### src/rtl/lif_pkg.sv
// rtl/lif_pkg.sv - shared types, reset-mode constants and saturating add for the LIF neuron array
package lif_pkg;

  typedef enum logic {
    INTEGRATE  = 1'b0,
    REFRACTORY = 1'b1
  } lif_state_t;

  localparam int RESET_ZERO = 0;
  localparam int RESET_SUB  = 1;

  // Unsigned a + b clamped to 2^w-1; operands are zero-extended by the caller.
  function automatic logic [31:0] sat_add(input logic [31:0] a, input logic [31:0] b,
                                          input int unsigned w);
    logic [32:0] sum;
    logic [31:0] max;
    sum = {1'b0, a} + {1'b0, b};
    max = (w >= 32) ? '1 : ((32'd1 << w) - 32'd1);
    return (sum > {1'b0, max}) ? max : sum[31:0];
  endfunction

endpackage

### src/rtl/lif_cell.sv
// rtl/lif_cell.sv - one leaky integrate-and-fire neuron: potential, refractory counter, spike register
module lif_cell
  import lif_pkg::*;
#(
  parameter int V_W        = 8,
  parameter int IN_W       = 8,
  parameter int LS_W       = 4,
  parameter int R_W        = 4,
  parameter int RESET_MODE = RESET_ZERO
) (
  input  logic            clk,
  input  logic            rst_n,
  input  logic            accept,
  input  logic [IN_W-1:0] cur,
  input  logic [V_W-1:0]  threshold,
  input  logic [LS_W-1:0] leak_shift,
  input  logic [R_W-1:0]  refrac,
  output logic [V_W-1:0]  v,
  output logic            spike
);

  lif_state_t     state, state_next;
  logic [R_W-1:0] ref_cnt, ref_next;
  logic [V_W-1:0] v_next, leaked, v_sum;
  logic           spike_next;

  // Shifts of V_W or more leave nothing to subtract, giving the no-leak case for free.
  assign leaked = v - (v >> leak_shift);
  assign v_sum  = V_W'(sat_add(32'(leaked), 32'(cur), V_W));

  always_comb begin
    state_next = state;
    v_next     = v;
    ref_next   = ref_cnt;
    spike_next = 1'b0;
    if (accept) begin
      case (state)
        INTEGRATE: begin
          if (v_sum >= threshold) begin
            spike_next = 1'b1;
            v_next     = (RESET_MODE == RESET_SUB) ? (v_sum - threshold) : '0;
            if (refrac != '0) begin
              ref_next   = refrac;
              state_next = REFRACTORY;
            end
          end else begin
            v_next = v_sum;
          end
        end
        REFRACTORY: begin
          ref_next = ref_cnt - R_W'(1);
          if (ref_cnt == R_W'(1)) state_next = INTEGRATE;
        end
        default: state_next = INTEGRATE;
      endcase
    end
  end

  always_ff @(posedge clk or negedge rst_n) begin
    if (!rst_n) begin
      state   <= INTEGRATE;
      v       <= '0;
      ref_cnt <= '0;
      spike   <= 1'b0;
    end else begin
      state   <= state_next;
      v       <= v_next;
      ref_cnt <= ref_next;
      spike   <= spike_next;
    end
  end

endmodule

### src/rtl/lif_neuron_array.sv
// rtl/lif_neuron_array.sv - N_CH LIF neurons with potential monitor; LIF_SPIKE_CNT_EN adds spike counters
module lif_neuron_array
  import lif_pkg::*;
#(
  parameter int N_CH       = 4,
  parameter int V_W        = 8,
  parameter int IN_W       = 8,
  parameter int LS_W       = 4,
  parameter int R_W        = 4,
  parameter int RESET_MODE = RESET_ZERO,
  parameter int CNT_W      = 8
) (
  input  logic                                  clk,
  input  logic                                  rst_n,
  input  logic                                  ena,
  input  logic                                  step,
  input  logic [N_CH*IN_W-1:0]                  cur_in,
  input  logic [V_W-1:0]                        threshold,
  input  logic [LS_W-1:0]                       leak_shift,
  input  logic [R_W-1:0]                        refrac,
  input  logic [(N_CH > 1 ? $clog2(N_CH) : 1)-1:0] mon_sel,
  output logic [N_CH-1:0]                       spike,
  output logic [V_W-1:0]                        v_mon
`ifdef LIF_SPIKE_CNT_EN
  ,
  input  logic                                  clr_cnt,
  output logic [CNT_W-1:0]                      spike_cnt
`endif
);

  logic           accept;
  logic [V_W-1:0] v_arr [N_CH];
  logic           mon_valid;

  assign accept    = step & ena;
  assign mon_valid = 32'(mon_sel) < N_CH;

  for (genvar k = 0; k < N_CH; k++) begin : g_cell
    lif_cell #(
      .V_W        (V_W),
      .IN_W       (IN_W),
      .LS_W       (LS_W),
      .R_W        (R_W),
      .RESET_MODE (RESET_MODE)
    ) u_cell (
      .clk        (clk),
      .rst_n      (rst_n),
      .accept     (accept),
      .cur        (cur_in[k*IN_W +: IN_W]),
      .threshold  (threshold),
      .leak_shift (leak_shift),
      .refrac     (refrac),
      .v          (v_arr[k]),
      .spike      (spike[k])
    );
  end

  always_ff @(posedge clk or negedge rst_n) begin
    if (!rst_n) v_mon <= '0;
    else        v_mon <= mon_valid ? v_arr[mon_sel] : '0;
  end

`ifdef LIF_SPIKE_CNT_EN
  logic [CNT_W-1:0] cnt [N_CH];

  // Clear wins over a coincident spike so a cleared counter always reads 0.
  always_ff @(posedge clk or negedge rst_n) begin
    if (!rst_n) begin
      for (int k = 0; k < N_CH; k++) cnt[k] <= '0;
      spike_cnt <= '0;
    end else begin
      for (int k = 0; k < N_CH; k++) begin
        if (clr_cnt)                       cnt[k] <= '0;
        else if (spike[k] && cnt[k] != '1) cnt[k] <= cnt[k] + CNT_W'(1);
      end
      spike_cnt <= mon_valid ? cnt[mon_sel] : '0;
    end
  end
`endif

endmodule

### config.mk
export PLATFORM = sky130hd
export DESIGN_NAME = lif_neuron_array
export DESIGN_NICKNAME = d
export VERILOG_FILES = /design/src/rtl/lif_pkg.sv /design/src/rtl/lif_cell.sv /design/src/rtl/lif_neuron_array.sv
export SDC_FILE = /design/constraint.sdc
export NUM_CORES = 1
export LEC_CHECK = 0
export BUFFER_PORTS_ARGS = -buffer_cell sky130_fd_sc_hd__buf_2
export CAP_MARGIN = 20
export CORE_ASPECT_RATIO = 0.5
export CORE_MARGIN = 3
export CORE_UTILIZATION = 25
export CTS_BUF_LIST = sky130_fd_sc_hd__clkbuf_8
export CTS_CLUSTER_DIAMETER = 80
export DETAILED_ROUTE_END_ITERATION = 6
export GPL_ROUTABILITY_DRIVEN = 0
export PLACE_DENSITY_LB_ADDON = 0.1
export SLEW_MARGIN = 10
export SYNTH_ARGS = -nofsm -noshare
export SYNTH_HDL_FRONTEND = slang
export SYNTH_SLANG_ARGS = --single-unit
### constraint.sdc
create_clock -name clk -period 12 [get_ports clk]
set_clock_uncertainty 0.15 [all_clocks]
set_input_delay 1.8 -clock clk [delete_from_list [all_inputs] [get_ports clk]]
set_output_delay 1.8 -clock clk [all_outputs]
set_load 0.03 [all_outputs]
Word level (Yosys, flattened, before mapping)
Index checks and enable logic that the tools add are counted.
{ "classes": {"addsub": 12, "order_cmp": 9, "eq_ne": 12, "shifts": 4, "mux": 45, "bitwise_logic": 6, "reduce_logical": 9} }
{ "op_table": {"columns": ["operator", "count"], "rows": [
  ["8-bit two-way mux", 10],
  ["8-bit by 8-bit adder with 9-bit output", 4],
  ["9-bit by 8-bit greater-than comparator with 1-bit output, second input constant", 4],
  ["8-bit >= comparator", 4],
  ["4-bit case mux with 2 select lines", 4],
  ["8-bit by 4-bit right shift with 8-bit output", 4],
  ["8-bit subtractor", 4],
  ["1-bit two-way mux", 21],
  ["4-bit two-way mux", 5],
  ["8-bit binary-select mux with 2-bit select", 1],
  ["4-bit by 1-bit == test with 1-bit output, second input constant", 4],
  ["4-bit by 1-bit subtractor with 4-bit output, second input constant", 4],
  ["3-bit AND reduction", 4],
  ["2-bit by 1-bit != test with 1-bit output, second input constant", 5],
  ["1-bit case mux with 2 select lines", 4],
  ["2-bit AND reduction", 4],
  ["2-bit != test, second input constant", 3],
  ["1-bit inverter", 4],
  ["4-bit nonzero test", 1],
  ["3-bit >= comparator, second input constant", 1],
  ["2-bit inverter with 3-bit output", 1],
  ["1-bit AND", 1]
]} }
{ "word_totals": {"ff_bits": 64, "input_bits": 54, "out_inout_bits": 12, "word_cells": 114} }

Depth between registers and ports, before layout
Gate-level depths: netlist of run 1.
{ "depth": {"ltp_word": 9, "ltp_mapped": 27, "ltp_nobuf": 24} }

Cells and area by module
Synthesis of run 1 repeated with hierarchy kept, for this count alone.
{ "hier_totals": {"cells_unflattened": 869, "hier_area_um2": 7577.3} }
{ "modules_own_cells": {"columns": ["module", "instances", "cells_per_inst", "area_each_um2", "seq_area_each_um2"], "rows": [
  ["lif_cell (g_cell[2].u_cell ...)", 2, 222, 1840.5, 350.3],
  ["lif_cell (g_cell[0].u_cell ...)", 2, 203, 1746.7, 350.3],
  ["lif_neuron_array", 1, 19, 402.9, 200.2]
]} }

Least setup slack after synthesis of run 1
Ideal clock, no wire load.
{ "synth_path": {"kind": "in2reg", "from": "in leak_shift[0]", "to": "reg g_cell[3].u_cell.ref_cnt[3]", "setup_time_ps": 119, "arrival_ps": 6745, "t_required_ps": 11731, "slack_ps": 4986, "path_stages": 24, "path_buffers": 3, "cell_sequence": "buf_2 buf_2 mux4_2 mux2i_1 nor2_1 ha_1 fa_1 nor2b_1 o21ai_0 a21boi_0 nor2_1 ha_1 o21a_1 o31a_1 o41a_4 nor3b_1 inv_1 ha_1 a211oi_1 o21ai_0 a21oi_1 buf_1 mux2_2 o21a_1"} }
{ "synth_via": {"elab_chain_cells": 8} }
{ "synth_rtl": {"columns": ["element", "line", "rtl"], "rows": [
  ["start, declared", "lif_neuron_array.sv:19", "input logic [LS_W-1:0] leak_shift,"],
  ["8-bit by 4-bit right shift with 8-bit output (*)", "lif_cell.sv:28", "assign leaked = v - (v >> leak_shift);"],
  ["8-bit subtractor (*)", "lif_cell.sv:28", null],
  ["8-bit by 8-bit adder with 9-bit output (*)", "lif_pkg.sv:17", "sum = {1'b0, a} + {1'b0, b};"],
  ["9-bit by 8-bit greater-than comparator with 1-bit output", "lif_pkg.sv:19", "return (sum > {1'b0, max}) ? max : sum[31:0];"],
  ["8-bit two-way mux (*)", "lif_pkg.sv:19", null],
  ["8-bit >= comparator (*)", "lif_cell.sv:39", "if (v_sum >= threshold) begin"],
  ["2-bit by 1-bit != test with 1-bit output (no line) (*)", null, null],
  ["3-bit AND reduction (no line) (*)", null, null],
  ["end signal, assigned", "lif_cell.sv:68", "ref_cnt <= ref_next;"],
  ["end, declared", "lif_cell.sv:23", "logic [R_W-1:0] ref_cnt, ref_next;"]
]} }
Mark *: on every way between the ends. The rest lies on a longest branch, timed or not.
A chain may end at the register's enable or synchronous reset.

Final worst setup path of run 1
{ "layout_path": {"from": "in leak_shift[0]", "to": "reg g_cell[3].u_cell.v[5]"} }
{ "layout_via": {"elab_chain_cells": 7} }
{ "layout_rtl": {"columns": ["element", "line", "rtl"], "rows": [
  ["8-bit by 4-bit right shift with 8-bit output (*)", "lif_cell.sv:28", null],
  ["8-bit subtractor (*)", "lif_cell.sv:28", null],
  ["8-bit by 8-bit adder with 9-bit output (*)", "lif_pkg.sv:17", null],
  ["9-bit by 8-bit greater-than comparator with 1-bit output", "lif_pkg.sv:19", null],
  ["8-bit two-way mux (*)", "lif_pkg.sv:19", null],
  ["8-bit >= comparator", "lif_cell.sv:39", null],
  ["8-bit two-way mux (*)", "lif_cell.sv:39", null],
  ["end signal, assigned", "lif_cell.sv:67", "v <= v_next;"],
  ["end, declared", "lif_cell.sv:18", "output logic [V_W-1:0] v,"]
]} }
Marks and branches as above.

==> metrics.md, run 1 <==
| Metric | Value |
|---|---|
| Synth Area in Compound Gates | 0.211 |
| Met2 GRT Util | 0.241 |
| H-Tree Level Count | 3 |
| Fin crit period | 7.65 ns |
| Die Y | 128 µm |
| First-pass GRT wire length | 37.4 mm |
| Fmax | 131 MHz |
| PortBufs | 65 |
| Clock root buffer | clkbuf_8 |
| Post-synth EDFFs | 0 |
| Critical path startpoint category | primary input |
| Hold path endpoint | g_cell[2].u_cell.ref_cnt[1] |
| Final hold viol count | 0 |
| Critical path's slowest cell | or4b_2 |
| Row cnt | 44 |
| Largest family of logic cells by synthesized area | compound AO/OA/AOI/OAI gates |
| Max-slew violations | 0 |
| Synth warn | 0 |
| Number of global-route vias before repair | around 6.6k |
| Fin crit share | 0.637 |
| FF-to-FF End | g_cell[3].u_cell.v[5] |
| Least-Margin Pin Slew | 1.02 ns |
| Async S/R FF share, synth | 1.00 |
| Layout net count | 1,091 |
| Xor and xnor area share after synthesis | 0.0317 |
| Largest net degree at the start of global routing | 65 |
| Worst Reg-to-Reg Cells | 22 |
| Worst skew pair latency | 0.40 ns |
| Most common cell after layout, fill and taps aside | ha_1 |
| Initial Util | 0.256 |
| Post-CTS sizing | 0 |
| # fillers | 3,169 |
| CTS Buf Count | 9 |
| Routed len/inst | 17.9 µm |
| Width of the chip | around 250 µm |
| Crit path top cell by count | ha_1 |
| Register area share after synthesis | 0.214 |
| Post-CTS Hold Buffers | 0 |
| Die footprint | 32,100 µm² |
| Synth Register Bits | 64 |
| Post-Syn Instances | 880 |
| Syn-to-layout area delta | 12.2% |
| Crit path kind | in2reg |
| Mux share of post-synthesis cell area | 0.113 |
| MaxCap Viol Count | 0 |
| Post-DP Area | 8170 µm² |
| Worst-path clk slew | approximately 0.08 ns |
| Overall Global Routing Usage | 0.151 |
| Final WL | about 24 mm |
| Number of remaining DRC errors | 0 |
| RSZ-0062 raised after global routing | no |
| Io pins | 66 |
| Via density | 5.00 |
| Clock sink count | between 60 and 70 |
| Synth Cell Area | 7470 µm² |
| CP peak stage delay | 0.60 ns |
| Most frequent cells in the layout | ha_1 (100), nand2_1 (81), nor2_1 (70), inv_1 (70), o21ai_0 (67) |
| WP data required | around 12 ns |
| Worst hold start | g_cell[2].u_cell.ref_cnt[1] |
| Antenna-violating nets left | 0 |
| Final WS setup | 4.35 ns |
| Layout cell share with drive strength beyond 1 | 0.138 |
| CP max FO | 34 |
| Total global routing overflow | 0 |
| Post-Synth Simple-Gate Area | 0.188 |
| Register area | approximately 1600 µm² |
| Final setup fails | 0 |
| Hold depth | 1 |
| Post-Synth Adder-Cell Area | 0.189 |
| Longest Clk Path Bufs | 2 |
| Detailed Routing Iterations Pass 1 | 5 |
| Iter 0 DRT Violations | ~370 |
| Via count | 6,629 |
| Core area | 29,200 µm² |
| GR Util met3 | 0.0318 |
| Post-layout instance area | 8380 µm² |
| Post-synth top flop | dfrtp_1 |
| R2r setup slk | 6.00 ns |
| Worst r2r src | g_cell[3].u_cell.v[3] |
| Area of the multi-input gates | approximately 5500 µm² |
| Final HPWL DP | 18.6 mm |
| Crit path from | leak_shift[0] |
| CTS tree | built |
| Post-CTS Setup Inserts | 0 |
| GR peak layer | met2 |
| Netlist cell types | 64 |
| Slew Limit Headroom | 0.322 |
| Place WS | between 3 and 4 ns |
| Status | complete, no violations |
| Cells along the critical path | buf_2 > mux4_2 > mux2i_1 > nor2_1 > ha_1 > fa_1 > nor2b_1 > o21ai_0 > a21boi_0 > nor2_1 > ha_1 > o21a_1 > o31a_1 > o41a_4 > nor3b_1 > inv_1 > ha_1 > a211oi_1 > o21ai_0 > a21oi_1 > buf_4 > or4b_2 > o211ai_1 |
| GRT met1 Usage | 0.213 |
| Hold Path Class | reg2reg |
| CP Capture Type | register |
| Syn nets | 1,042 |
| Setup TNS | 0 ns |
| Mean Syn Cell Area | 8.49 µm² |
| Crit path DAT | 7.80 ns |
| Initial antenna violation count | 0 |
cell families (layout without fill, tap and decap cells):
family          Yosys count  count (layout)
compound gates          237             237
buf+inv                 100             154
xor+xnor                 27              27
fa+ha+maj               108             108
other cells               0               1
mux                      57              57
flops                    64              64
simple gates            287             287
layer usage:
layer	vias up	wire, µm
met1	3221	12200
li1	3328	-
met2	67	10600
met4	0	184
met3	13	692
met5	-	0
layout make-up:
class,count,share of cell area
Sequential cell,64,0.191
Clock inverter,5,0.00657
Multi-Input combinational cell,716,0.653
Tap cell,391,0.0584
Timing Repair Buffer,68,0.0415
Antenna cell,1,0.000299
Clock buffer,11,0.0181
Inverter,70,0.0314
per-stage QoR:
step,utilization,instances,hold slack (ns)
2_1_floorplan,-,880,0.333
3_3_place_gp,0.280,1309,0.363
3_5_place_dp,0.280,1309,0.362
4_1_cts,0.287,1325,0.380
5_1_grt,0.287,1325,0.414
6_report,0.287,1326,0.378
cell usage after synthesis, types with 18 or more instances:
| cell | instances | share of area |
|---|---|---|
| a21oi_1 | 42 | 0.028 |
| dfrtp_1 | 64 | 0.21 |
| ha_1 | 100 | 0.17 |
| inv_1 | 69 | 0.035 |
| mux2i_1 | 28 | 0.038 |
| mux4_2 | 21 | 0.063 |
| nand2_1 | 81 | 0.041 |
| nand2b_1 | 18 | 0.015 |
| nand3_1 | 22 | 0.015 |
| nor2_1 | 70 | 0.035 |
| nor2b_1 | 24 | 0.020 |
| nor3_1 | 27 | 0.018 |
| o21ai_0 | 67 | 0.045 |
| xnor2_1 | 19 | 0.022 |
registers in the layout, summed over array words and instances (netlist names):
signal and cells:
g_cell.u_cell.ref_cnt 16, g_cell.u_cell.state 4, v_mon 8, g_cell.u_cell.v 32, g_cell.u_cell.spike 4
worst max-delay path by stage:
stage | end | slack (ns) | depth (start not counted)
CTS | g_cell[3].u_cell.v[5] | 4.42 | 23
global placement | g_cell[3].u_cell.v[5] | 3.95 | 23
detailed placement | g_cell[3].u_cell.v[5] | 3.99 | 23
global route | g_cell[2].u_cell.v[3] | 3.84 | 24
finish | g_cell[3].u_cell.v[5] | 4.35 | 23
floorplan | g_cell[3].u_cell.ref_cnt[3] | 4.99 | 24
critical path, delay by kind of cell:
kind	cells	cell delay [ns]
compound gates	9	1.75
simple gates	5	1.27
mux	2	0.73
fa+ha+maj	4	1.29
buf+inv	3	0.93
Power of run 1 is left out: the tool's default activity adds up to more than one toggle a clock period on the data nets, which glitch-free logic cannot reach.
==> inputs of run 2 (changes only) <==
Clock period 12 ns to 6.2 ns, I/O delays scaled along.
==> run 2 against run 1 <==
  * Routed wire length rose by 4.4%
  * Non-clock buffer count rose by 98
  * Critical endpoint is now g_cell[0].u_cell.ref_cnt[1]
  * Largest cell class unchanged
  * Worst hold slack improved by 0.0067 ns
  * Sequential share of layout area fell by 1.6 points
  * Worst setup slack got worse by 4.0 ns
  * Register-to-register slack got worse by 5.3 ns
  * Core utilization rose by 2.7 points
==> metrics.md, run 2 (synthesized netlist as in run 1, its figures left out) <==
| Metric | Value |
|---|---|
| Most frequent cells in the layout | buf_4 (101), ha_1 (100), nand2_1 (81), inv_1 (70), nor2_1 (69) (was ha_1 (100), nand2_1 (81), nor2_1 (70), inv_1 (70), o21ai_0 (67)) |
| Biggest register | g_cell.u_cell.v (unchanged) |
| Crit path DAT | 5.99 ns (was 7.80 ns) |
| Via count | 7,029 (was 6,629) |
| Post-CTS Hold Buffers | 0 (unchanged) |
| Die footprint | 32,100 µm² (unchanged) |
| Largest net degree at the start of global routing | 65 (unchanged) |
| Antenna-violating nets left | 0 (unchanged) |
| Max-slew violations | 0 (unchanged) |
| PortBufs | 65 (unchanged) |
| Fin cells | 1,423 (was 1,326) |
| Syn-to-layout area delta | 22.7% (was 12.2%) |
| Final HPWL DP | 19.7 mm (was 18.6 mm) |
| Final WL | 24.8 mm (was 23.7 mm) |
| Area of the multi-input gates | 5530 µm² (was 5470 µm²) |
| Core area | 29,200 µm² (unchanged) |
| Worst-path clk slew | 0.08 ns (about the same) |
| Width of the chip | 250 µm (unchanged) |
| Clock sink count | 64 (unchanged) |
| Iter 0 DRT Violations | 369 (was 373) |
| Detailed Routing Iterations Pass 1 | 6 (was 5) |
| Die Y | 128 µm (unchanged) |
| Row cnt | 44 (unchanged) |
| Register area | 1600 µm² (unchanged) |
| Final setup fails | 0 (unchanged) |
| WP data required | 6.34 ns (was 12.15 ns) |
| Least-Margin Pin Slew | 0.950 ns (was 1.02 ns) |
| Status | complete, no violations (unchanged) |
| Layout net count | 1,189 (was 1,091) |
| Inst Count DP | 1,406 (was 1,309) |
| Largest registers | g_cell.u_cell.v (32), g_cell.u_cell.ref_cnt (16), v_mon (8) (unchanged) |
| CP max FO | 10 (was 34) |
| Total global routing overflow | 0 (unchanged) |
| Final hold viol count | 0 (unchanged) |
| Fin crit period | 5.85 ns |
| Number of remaining DRC errors | 0 (unchanged) |
| Io pins | 66 (unchanged) |
| Crit path kind | in2reg (unchanged) |
| Max reg flops | 32 (unchanged) |
| # fillers | 3,094 (was 3,169) |
| Clock root buffer | clkbuf_8 (unchanged) |
| Layout cell share with drive strength beyond 1 | 0.233 (was 0.138) |
| MaxCap Viol Count | 0 (unchanged) |
| CTS Buf Count | 9 (unchanged) |
| Critical path startpoint category | primary input (unchanged) |
| CP Capture Type | register (unchanged) |
| Initial antenna violation count | 0 (unchanged) |
| Via density | 4.94 (was 5.00) |
| Hold Path Class | reg2reg (unchanged) |
| First-pass GRT wire length | 39.8 mm (was 37.4 mm) |
| Fmax | 171 MHz |
| Number of global-route vias before repair | 7,088 (was 6,563) |
| H-Tree Level Count | 3 (unchanged) |
| Overall Global Routing Usage | 0.159 (was 0.151) |
| Longest Clk Path Bufs | 2 (unchanged) |
| Initial Util | 0.256 (unchanged) |
| Slew Limit Headroom | 0.367 (was 0.322) |
| Routed len/inst | 17.4 µm (was 17.9 µm) |
| N_diodes | 0 (was 1) |
| Fin crit share | 0.943 |
| CTS tree | built (unchanged) |
| Most common cell after layout, fill and taps aside | buf_4 (was ha_1) |
| Worst skew pair latency | 0.40 ns (about the same) |
==> run 2: changes by cell type in the layout (fill, tap and decap cells not counted), moves of 3 or more <==
cell,previous run,this run
a21boi_1,0,6
buf_4,3,101
a21boi_0,10,2
a21oi_1,42,39
a21oi_2,1,4
==> run 2: final timing paths <==
kind,startpoint,endpoint,slack [ns],depth (start not counted)
max,leak_shift[1],g_cell[0].u_cell.ref_cnt[1],0.35,25
min in group asynchronous,rst_n,v_mon[6],0.61,2
max reg2reg,g_cell[0].u_cell.v[6],g_cell[0].u_cell.ref_cnt[1],0.72,25
min reg2reg,g_cell[3].u_cell.ref_cnt[1],g_cell[3].u_cell.ref_cnt[1],0.38,2
max in group asynchronous,rst_n,g_cell[0].u_cell.state,4.68,2
min,g_cell[3].u_cell.ref_cnt[1],g_cell[3].u_cell.ref_cnt[1],0.38,2
==> run 2: area by class of cell <==
cell class	instances	share of cell area
Clock buffer	10	0.0150
Clock inverter	6	0.00655
Inverter	70	0.0287
Multi-Input combinational cell	716	0.603
Sequential cell	64	0.175
Tap cell	391	0.0534
Timing Repair Buffer	166	0.118
==> run 2: timing repair <==
| action | 4_1_cts | 5_1_grt |
|---|---|---|
| setup buffers | 0 | 1 |
| endpoints found under the setup margin | 0 | 51 |
| resized for setup | 0 | 23 |
| hold endpoints to repair | 0 | 0 |
==> run 2: metal layers <==
layer,vias to the layer above,track usage,part of all wire
li1,3514,-,-
met3,15,0.0341,0.032
met4,0,0.0315,0.011
met1,3415,0.219,0.51
met2,85,0.259,0.45
met5,-,0,0
==> run 2: stage by stage <==
| step | hold slack, ns | setup TNS [ns] | utilization | setup slack, ns | cell area [µm²] |
|---|---|---|---|---|---|
| after floorplan | 0.333 | 0 | - | 0.0558 | 7470 |
| after global placement | 0.364 | -2.74 | 0.305 | -0.153 | 8900 |
| after detailed placement | 0.370 | -3.09 | 0.305 | -0.178 | 8900 |
| after CTS | 0.389 | 0 | 0.312 | 0.242 | 9100 |
| after global routing | 0.417 | -0.000182 | 0.314 | -0.000182 | 9170 |
| final | 0.384 | 0 | 0.314 | 0.355 | 9170 |
==> run 2: critical path, cell delays in order <==
cell      delay, ns
buf_2          0.24
buf_4          0.17
mux4_2         0.48
mux2i_1        0.14
nor2_1         0.06
ha_1           0.22
fa_1           0.40
nor2b_1        0.12
o21ai_0        0.12
a21boi_1       0.26
or4_1          0.15
nand3_1        0.08
ha_1           0.37
nand3_1        0.09
or3_1          0.31
mux2i_1        0.15
a32oi_1        0.18
ha_1           0.34
nand2_1        0.08
nor3_1         0.25
a21oi_2        0.09
buf_4          0.17
buf_4          0.17
o31a_1         0.23
o22a_1         0.19
Power of run 2 is left out for the same reason.
==> inputs of run 3 (changes only) <==
Settings changed: CORE_UTILIZATION 25 to 35.
==> run 3 against run 2 <==
  * Die area is 28% lower
  * Clock-buffer cell count is 1 lower
  * Core utilization up 10 points
==> metrics.md, run 3 (synthesized netlist as in run 1, its figures left out) <==
| Metric | Value |
|---|---|
| Status | complete, no violations (unchanged) |
| Fin crit share | 0.937 (was 0.943) |
| Critical path startpoint category | primary input (unchanged) |
| Iter 0 DRT Violations | 544 (was 369) |
| Final WL | 22.4 mm (was 24.8 mm) |
| Layout cell share with drive strength beyond 1 | 0.192 (was 0.233) |
| WL met3 | 1.23 mm (was 792 µm) |
| Layout net count | 1,147 (was 1,189) |
| Number of remaining DRC errors | 0 (unchanged) |
| Io pins | 66 (unchanged) |
| R2r setup slk | 0.72 ns (about the same) |
| Max-slew violations | 0 (unchanged) |
| PortBufs | 65 (unchanged) |
| Via density | 5.52 (was 4.94) |
| H-Tree Level Count | 3 (unchanged) |
| Initial Util | 0.360 (was 0.256) |
| Met2 Routed Length | 9.67 mm (was 11.2 mm) |
| Critical path's slowest cell | a2111o_1 (was mux4_2) |
| Post-Route M1 WL | 11.3 mm (was 12.5 mm) |
| Clock sink count | 64 (unchanged) |
| CTS Buf Count | 9 (unchanged) |
| Total global routing overflow | 0 (unchanged) |
| Final HPWL DP | 17.7 mm (was 19.7 mm) |
| CTS tree | built (unchanged) |
| Core Util, Final | 0.418 (was 0.314) |
| Routed len/inst | 17.8 µm (was 17.4 µm) |
| Biggest register | g_cell.u_cell.v (unchanged) |
| Largest net degree at the start of global routing | 65 (unchanged) |
| Setup TNS | 0 ns (unchanged) |
| CP max FO | 5 (was 10) |
| N_diodes | 0 (unchanged) |
| Register area | 1600 µm² (unchanged) |
| Die footprint | 23,200 µm² (was 32,100 µm²) |
| Longest Clk Path Bufs | 2 (unchanged) |
| First-pass GRT wire length | 36.3 mm (was 39.8 mm) |
| # fillers | 2,114 (was 3,094) |
| Inst Count DP | 1,247 (was 1,406) |
| Fmax | 172 MHz (was 171 MHz) |
| Most common cell after layout, fill and taps aside | ha_1 (was buf_4) |
| CP Capture Type | register (unchanged) |
| MaxCap Viol Count | 0 (unchanged) |
| Overall Global Routing Usage | 0.201 (was 0.159) |
| Fin cells | 1,262 (was 1,423) |
| WP data required | 6.34 ns (about the same) |
| Hold Slack | 0.372 ns (was 0.384 ns) |
| Most frequent cells in the layout | ha_1 (100), nand2_1 (81), nor2_1 (70), inv_1 (69), o21ai_0 (66) (was buf_4 (101), ha_1 (100), nand2_1 (81), inv_1 (70), nor2_1 (69)) |
| Row cnt | 37 (was 44) |
| Max reg flops | 32 (unchanged) |
| Crit path DAT | 5.95 ns (was 5.99 ns) |
| Max Used Layer | met4 (unchanged) |
| Least-Margin Pin Slew | 0.897 ns (was 0.950 ns) |
| Area of the multi-input gates | 5500 µm² (was 5530 µm²) |
| Core area | 20,700 µm² (was 29,200 µm²) |
| Width of the chip | 213 µm (was 250 µm) |
| Final setup fails | 0 (unchanged) |
| Syn-to-layout area delta | 16.1% (was 22.7%) |
| Largest registers | g_cell.u_cell.v (32), g_cell.u_cell.ref_cnt (16), v_mon (8) (unchanged) |
| Clock root buffer | clkbuf_8 (unchanged) |
| Die Y | 109 µm (was 128 µm) |
| Hold Path Class | reg2reg (unchanged) |
| Final hold viol count | 0 (unchanged) |
| Via count | 6,969 (was 7,029) |
| Detailed Routing Iterations Pass 1 | 5 (was 6) |
| Slew Limit Headroom | 0.402 (was 0.367) |
| Worst skew pair latency | 0.38 ns (was 0.40 ns) |
| Number of global-route vias before repair | 6,619 (was 7,088) |
| Antenna-violating nets left | 0 (unchanged) |
| RSZ-0062 raised after global routing | yes |
| CP peak stage delay | 0.41 ns (was 0.48 ns) |
| Initial antenna violation count | 0 (unchanged) |
| Crit path kind | in2reg (unchanged) |
| Worst-path clk slew | 0.08 ns (about the same) |
| Fin crit period | 5.81 ns (was 5.85 ns) |
[run 3: area by class of cell]
cell class | count | area share
repair buffers | 124 | 0.0903
flip-flops and latches | 64 | 0.185
clock inverters | 6 | 0.00707
well taps | 273 | 0.0394
multi-input cells | 716 | 0.634
inverters | 70 | 0.0303
clock buffers | 9 | 0.0143
[run 3: repair_timing]
| action | in CTS | in global routing |
|---|---|---|
| gates resized for setup | 0 | 12 |
| setup buffers | 0 | 0 |
| endpoints found under the setup margin | 0 | 34 |
| hold buffers | 0 | 0 |
[run 3: final timing paths]
check / depth (start not counted) / end / startpoint
hold / removal: 1 / g_cell[2].u_cell.ref_cnt[1] / g_cell[2].u_cell.ref_cnt[1]
min in group asynchronous: 2 / v_mon[7] / rst_n
hold reg to reg: 1 / g_cell[2].u_cell.ref_cnt[1] / g_cell[2].u_cell.ref_cnt[1]
setup / recovery: 25 / g_cell[1].u_cell.ref_cnt[3] / leak_shift[0]
max in group asynchronous: 2 / g_cell[2].u_cell.ref_cnt[0] / rst_n
setup reg to reg: 21 / g_cell[3].u_cell.ref_cnt[3] / g_cell[3].u_cell.v[3]
[run 3: critical path, delay by kind of cell]
family / cells / cell delay (ns)
adders and majority gates: 3 / 0.76
muxes: 1 / 0.15
AOI/OAI and AO/OA: 8 / 2.02
xor gates and xnor gates: 1 / 0.15
buffers and inverters: 5 / 0.73
and+or+nand+nor: 7 / 1.23
[run 3: layer usage]
metal / vias up / GRT usage
li1: 3449 / -
met1: 3347 / 0.298
met2: 154 / 0.306
met3: 19 / 0.0399
met4: 0 / 0.0322
met5: - / 0
[run 3: through the flow]
stage                     setup WS (ns)  instance area (µm²)
final                             0.393                 8670
after global placement          -0.0556                 8460
after global routing            -0.0302                 8670
after detailed placement        -0.0847                 8460
after CTS                         0.289                 8640
after floorplan                  0.0558                 7470
Power of run 3 is left out for the same reason.
